===== src/rtl/gate_test_ctrl_if.sv =====
// rtl/gate_test_ctrl_if.sv - control, result and gate-drive signals of the gate test sequencer
interface gate_test_ctrl_if;
  logic       start;
  logic       abort;
  logic [3:0] truth;
  logic       gate_a;
  logic       gate_b;
  logic       gate_c;
  logic       busy;
  logic       done;
  logic       pass;
  logic [2:0] err_count;
  logic [3:0] fail_vec;

  // Board / bench side: issues commands and closes the loop through the gate
  modport master (
    output start, abort, truth, gate_c,
    input  gate_a, gate_b, busy, done, pass, err_count, fail_vec
  );

  // Sequencer side
  modport slave (
    input  start, abort, truth, gate_c,
    output gate_a, gate_b, busy, done, pass, err_count, fail_vec
  );
endinterface


===== src/rtl/gate_test_ctrl.sv =====
// rtl/gate_test_ctrl.sv - steps a 2-input gate through all four vectors and checks its truth table
module gate_test_ctrl #(
  parameter int unsigned SETTLE_CYCLES = 4
) (
  input logic             clk_i,
  input logic             rst_i,
  gate_test_ctrl_if.slave bus
);

  typedef enum logic [2:0] {
    ST_IDLE,
    ST_DRIVE,
    ST_SETTLE,
    ST_CHECK,
    ST_DONE
  } state_t;

  // The settle counter runs SETTLE_CYCLES-1 down to 0, giving SETTLE_CYCLES cycles in SETTLE
  localparam logic [7:0] SETTLE_LOAD = 8'(SETTLE_CYCLES - 1);

  state_t     state_q;
  logic [1:0] idx_q;
  logic [3:0] exp_q;
  logic [7:0] settle_q;
  logic [1:0] drive_q;
  logic       busy_q;
  logic       done_q;
  logic       pass_q;
  logic [2:0] err_q;
  logic [3:0] fail_q;

  logic       mismatch_d;
  logic [2:0] err_d;
  logic [3:0] fail_d;

  // Result values after folding in the compare of the vector currently held on the gate
  always_comb begin
    mismatch_d = (bus.gate_c != exp_q[idx_q]);
    err_d      = err_q + {2'b00, mismatch_d};
    fail_d     = fail_q | ({3'b000, mismatch_d} << idx_q);
  end

  // Sequencer: abort outranks start, reset outranks everything
  always_ff @(posedge clk_i) begin
    if (rst_i) begin
      state_q  <= ST_IDLE;
      idx_q    <= 2'd0;
      exp_q    <= 4'd0;
      settle_q <= 8'd0;
      drive_q  <= 2'd0;
      busy_q   <= 1'b0;
      done_q   <= 1'b0;
      pass_q   <= 1'b0;
      err_q    <= 3'd0;
      fail_q   <= 4'd0;
    end else if (bus.abort) begin
      state_q  <= ST_IDLE;
      idx_q    <= 2'd0;
      drive_q  <= 2'd0;
      busy_q   <= 1'b0;
      done_q   <= 1'b0;
      pass_q   <= 1'b0;
      err_q    <= 3'd0;
      fail_q   <= 4'd0;
    end else begin
      done_q <= 1'b0;
      case (state_q)
        ST_IDLE: begin
          if (bus.start) begin
            state_q <= ST_DRIVE;
            idx_q   <= 2'd0;
            exp_q   <= bus.truth;
            drive_q <= 2'd0;
            busy_q  <= 1'b1;
            pass_q  <= 1'b0;
            err_q   <= 3'd0;
            fail_q  <= 4'd0;
          end
        end
        ST_DRIVE: begin
          settle_q <= SETTLE_LOAD;
          state_q  <= ST_SETTLE;
        end
        ST_SETTLE: begin
          if (settle_q == 8'd0) begin
            state_q <= ST_CHECK;
          end else begin
            settle_q <= settle_q - 8'd1;
          end
        end
        ST_CHECK: begin
          err_q  <= err_d;
          fail_q <= fail_d;
          if (idx_q == 2'd3) begin
            // Results become visible on the same edge that raises done
            state_q <= ST_DONE;
            done_q  <= 1'b1;
            pass_q  <= (err_d == 3'd0);
          end else begin
            idx_q   <= idx_q + 2'd1;
            drive_q <= idx_q + 2'd1;
            state_q <= ST_DRIVE;
          end
        end
        ST_DONE: begin
          state_q <= ST_IDLE;
          idx_q   <= 2'd0;
          drive_q <= 2'd0;
          busy_q  <= 1'b0;
        end
        default: begin
          state_q <= ST_IDLE;
        end
      endcase
    end
  end

  assign bus.gate_a    = drive_q[1];
  assign bus.gate_b    = drive_q[0];
  assign bus.busy      = busy_q;
  assign bus.done      = done_q;
  assign bus.pass      = pass_q;
  assign bus.err_count = err_q;
  assign bus.fail_vec  = fail_q;

endmodule


===== src/flat_wrapper.sv =====
// flat-port wrapper written by rule: the top's interface ports become plain ports
module gate_test_ctrl_flat 
#(
  parameter int unsigned SETTLE_CYCLES = 4
)
  (clk_i, rst_i, bus_start, bus_abort, bus_truth, bus_gate_c, bus_gate_a, bus_gate_b, bus_busy, bus_done, bus_pass, bus_err_count, bus_fail_vec);
  gate_test_ctrl_if bus_i ();
  input logic clk_i;
  input logic rst_i;
  input wire logic [$bits(bus_i.start)-1:0] bus_start;
  input wire logic [$bits(bus_i.abort)-1:0] bus_abort;
  input wire logic [$bits(bus_i.truth)-1:0] bus_truth;
  input wire logic [$bits(bus_i.gate_c)-1:0] bus_gate_c;
  output wire logic [$bits(bus_i.gate_a)-1:0] bus_gate_a;
  output wire logic [$bits(bus_i.gate_b)-1:0] bus_gate_b;
  output wire logic [$bits(bus_i.busy)-1:0] bus_busy;
  output wire logic [$bits(bus_i.done)-1:0] bus_done;
  output wire logic [$bits(bus_i.pass)-1:0] bus_pass;
  output wire logic [$bits(bus_i.err_count)-1:0] bus_err_count;
  output wire logic [$bits(bus_i.fail_vec)-1:0] bus_fail_vec;
  assign bus_i.start = bus_start;
  assign bus_i.abort = bus_abort;
  assign bus_i.truth = bus_truth;
  assign bus_i.gate_c = bus_gate_c;
  assign bus_gate_a = bus_i.gate_a;
  assign bus_gate_b = bus_i.gate_b;
  assign bus_busy = bus_i.busy;
  assign bus_done = bus_i.done;
  assign bus_pass = bus_i.pass;
  assign bus_err_count = bus_i.err_count;
  assign bus_fail_vec = bus_i.fail_vec;
  gate_test_ctrl #(.SETTLE_CYCLES(SETTLE_CYCLES)) u_core (.clk_i(clk_i), .rst_i(rst_i), .bus(bus_i));
endmodule

===== config.mk =====
export PLATFORM = sky130hd
export DESIGN_NAME = gate_test_ctrl_flat
export DESIGN_NICKNAME = d
export VERILOG_FILES = /design/src/rtl/gate_test_ctrl_if.sv /design/src/rtl/gate_test_ctrl.sv /design/src/flat_wrapper.sv
export SDC_FILE = /design/constraint.sdc
export NUM_CORES = 1
export LEC_CHECK = 0
export CORE_MARGIN = 2
export CORE_UTILIZATION = 40
export CTS_CLUSTER_SIZE = 12
export DETAILED_ROUTE_END_ITERATION = 8
export SLEW_MARGIN = 20
export SYNTH_ARGS = -nofsm -noshare
export SYNTH_HDL_FRONTEND = slang
export SYNTH_SLANG_ARGS = --single-unit

===== constraint.sdc =====
create_clock -name clk_i -period 4.3 [get_ports clk_i]
set_input_delay 0.43 -clock clk_i [delete_from_list [all_inputs] [get_ports clk_i]]
set_output_delay 0.43 -clock clk_i [all_outputs]
set_load 0.01 [all_outputs]

==> flow_summary.json <==
{
  "synth_area_leader_cell": "dfxtp_1",
  "cts-root-buf": "clkbuf_4",
  "end_kind": "register",
  "finalWeightedCongestion": 0.901,
  "hpwl_um": 1980,
  "cp_top_family": "multiplexers",
  "yosys_warnings": 0,
  "wl_um": 2630,
  "synth_edf_count": 0,
  "drive_gt1_frac": 0.0719,
  "drt_iter0_drc": 41,
  "diodes": 0,
  "synth-compound-area-share": 0.202,
  "clock-sinks": 27,
  "crit_type": "register to register",
  "cts.clk_slew.worst_paths_ns": 0.14,
  "syn_inst": 150,
  "muxShareOfSynthArea": 0.0175,
  "final-setup-viol-count": 0,
  "status": "complete, no violations",
  "vias": 1116,
  "post-route-period-util": 0.575,
  "clockBufferDepth": 2,
  "cpPeakStageDelay_ns": 0.55,
  "grt_pass1_vias": 1007,
  "rows": 20,
  "synth_cell_types": 37,
  "grtUsageTotal": 0.163,
  "io_buffers": 20,
  "p_per_area_nw_per_um2": 279,
  "relSlewSlack": 0.470,
  "maxCapViolCount": 0,
  "antenna_found_initial": 0,
  "synth_top_family_by_area": "simple AND/OR/NAND/NOR gates",
  "ys_ff_latch": 27,
  "drtAntennaViolNets": 0,
  "yosysTopAreaCellShare": 0.419,
  "clkLatencyLatePin_ns": 0.32,
  "hold_viol": 0,
  "synthXorXnorAreaFrac": 0.0204,
  "ir_drop_mv": 0.131,
  "hp-class": "register to register",
  "start_kind": "register",
  "syn_nets": 164,
  "core-area_um2": 3050,
  "die_h_um": 60.8,
  "critical_path.slowest_cell": "mux4_2",
  "crit_buf_inv": 0,
  "die_w_um": 60.8,
  "synth_flop_cell": "dfxtp_1",
  "crit_chain": "mux4_2 -> xor2_1 -> ha_1 -> ha_1 -> or4_1 -> a21oi_1",
  "syn_area_um2": 1290,
  "first_pass_iters": 4,
  "setup_slack_ns": 1.83,
  "finClkSkew_ns": 0.00184,
  "synth_commonest_cells": "dfxtp_1, a21oi_1, nand2_1",
  "synth.avg_cell_area_um2": 8.59,
  "ctsHoldBuffers": 0,
  "rsz0062_at_grt": "false",
  "ctsResizeCount": 0,
  "synthTopCellsByArea": "dfxtp_1, a21oi_1, ha_1",
  "design.die.area_um2": 3690,
  "worst_pin_slew_ns": 0.795,
  "ys_seq_area_frac": 0.419,
  "ioPinCount": 21,
  "synthSimpleGateAreaFrac": 0.253,
  "grt_first_pass_wirelength_um": 4490,
  "required_ns": 4.56,
  "cts_max_level": 1,
  "period_minus_slack_ns": 2.47,
  "drc": 0,
  "pre_cts_ws_ns": 1.83,
  "fmax_mhz": 404,
  "post_cts_buffers": 0,
  "grt_start_max_net_pins": 15,
  "synthArstFlopShare": 0,
  "grt-ovfl-total": 0,
  "tns_ns": 0,
  "cp_max_fo": 8,
  "via_per_inst": 5.29,
  "post_synth_fa_ha_maj_area_fraction": 0.0485,
  "path_common_cell": "ha_1",
  "syn2layout_area_growth_pct": 19.7,
  "cts_buffers": 3,
  "hold_ws_ns": 0.460,
  "cts_tree": "built",
  "maxSlewViolCount": 0,
  "detail_route.wl_per_cell_um": 12.5,
  "nNetsFinal": 182,
  "worstPathArrival_ns": 2.73,
  "synth_most_common_cell": "dfxtp_1",
  "start_util": 0.422,
  "rrSetupSlack_ns": 1.83,
  "power_leakage_nw": 0.562
}
area by class of cell:
cell class / count / area [um2]
Multi-Input combinational cell: 110 / 698
Sequential cell: 27 / 541
Tap cell: 44 / 55.1
Fill cell: 306 / 1510
Inverter: 6 / 22.5
Timing Repair Buffer: 20 / 200
Clock buffer: 4 / 26.3
report_power, final:
part	internal, W	switching [W]
clock network	0.0000363	0.0000724
registers	0.000257	0.00000648
logic	0.0000283	0.0000301
placed cells by master, fill, tap and decap left out, types with 2 or more instances in the layout:
cell / n
a21oi_1: 19
a22oi_1: 2
and2_1: 2
clkbuf_4: 3
clkdlybuf4s50_1: 20
dfxtp_1: 27
ha_1: 5
inv_1: 6
nand2_1: 15
nand3_1: 3
nand3b_1: 3
nor2_1: 11
nor3_1: 3
nor4b_1: 2
o21ai_0: 10
o31ai_1: 5
or2_2: 3
or3_1: 3
or3_2: 2
or4_1: 4
xor2_1: 2
worst paths after layout:
path | cells after the start | start | endpoint
setup / recovery | 6 | u_core.idx_q[0] | u_core.bus.pass
hold / removal | 2 | u_core.bus.fail_vec[0] | u_core.bus.fail_vec[0]
setup reg to reg | 6 | u_core.idx_q[0] | u_core.bus.pass
hold reg to reg | 2 | u_core.bus.fail_vec[0] | u_core.bus.fail_vec[0]
state kept, by name (all words and copies together) (netlist names):
register and count:
u_core.exp_q 4, u_core.bus.pass 1, u_core.bus.busy 1, u_core.settle_q 8, u_core.state_q 3, u_core.idx_q 2
u_core.bus.fail_vec 4, u_core.bus.done 1, u_core.bus.err_count 3
kinds of logic after synthesis:
kind of cell | count (synthesis)
flip-flops | 27
buffers and inverters | 13
multiplexers | 1
XOR/XNOR | 3
AND/OR/NAND/NOR | 58
adder cells (fa/ha/maj) | 5
AO/OA/AOI/OAI | 43
layer usage:
layer	GRT usage	share of wire
met2	0.244	0.45
met3	0.0469	0.035
met5	0	0
met1	0.224	0.51
met4	0.0559	0.0057
per-stage QoR:
| stage | instances | instance area, um2 | util | power (W) |
|---|---|---|---|---|
| after floorplan | 150 | 1290 | - | 0.000308 |
| after global placement | 207 | 1520 | 0.497 | 0.000326 |
| after detailed placement | 207 | 1520 | 0.497 | 0.000327 |
| after CTS | 211 | 1540 | 0.505 | 0.000435 |
| after global routing | 211 | 1540 | 0.505 | 0.000457 |
| final | 211 | 1540 | 0.505 | 0.000430 |
worst reg2reg max path, stage by stage (launching register included):
cell and delay [ns]:
dfxtp_1 0.52, mux4_2 0.55, xor2_1 0.26, ha_1 0.22, ha_1 0.24, or4_1 0.51
a21oi_1 0.12
Power figures use the tool's default switching activity.
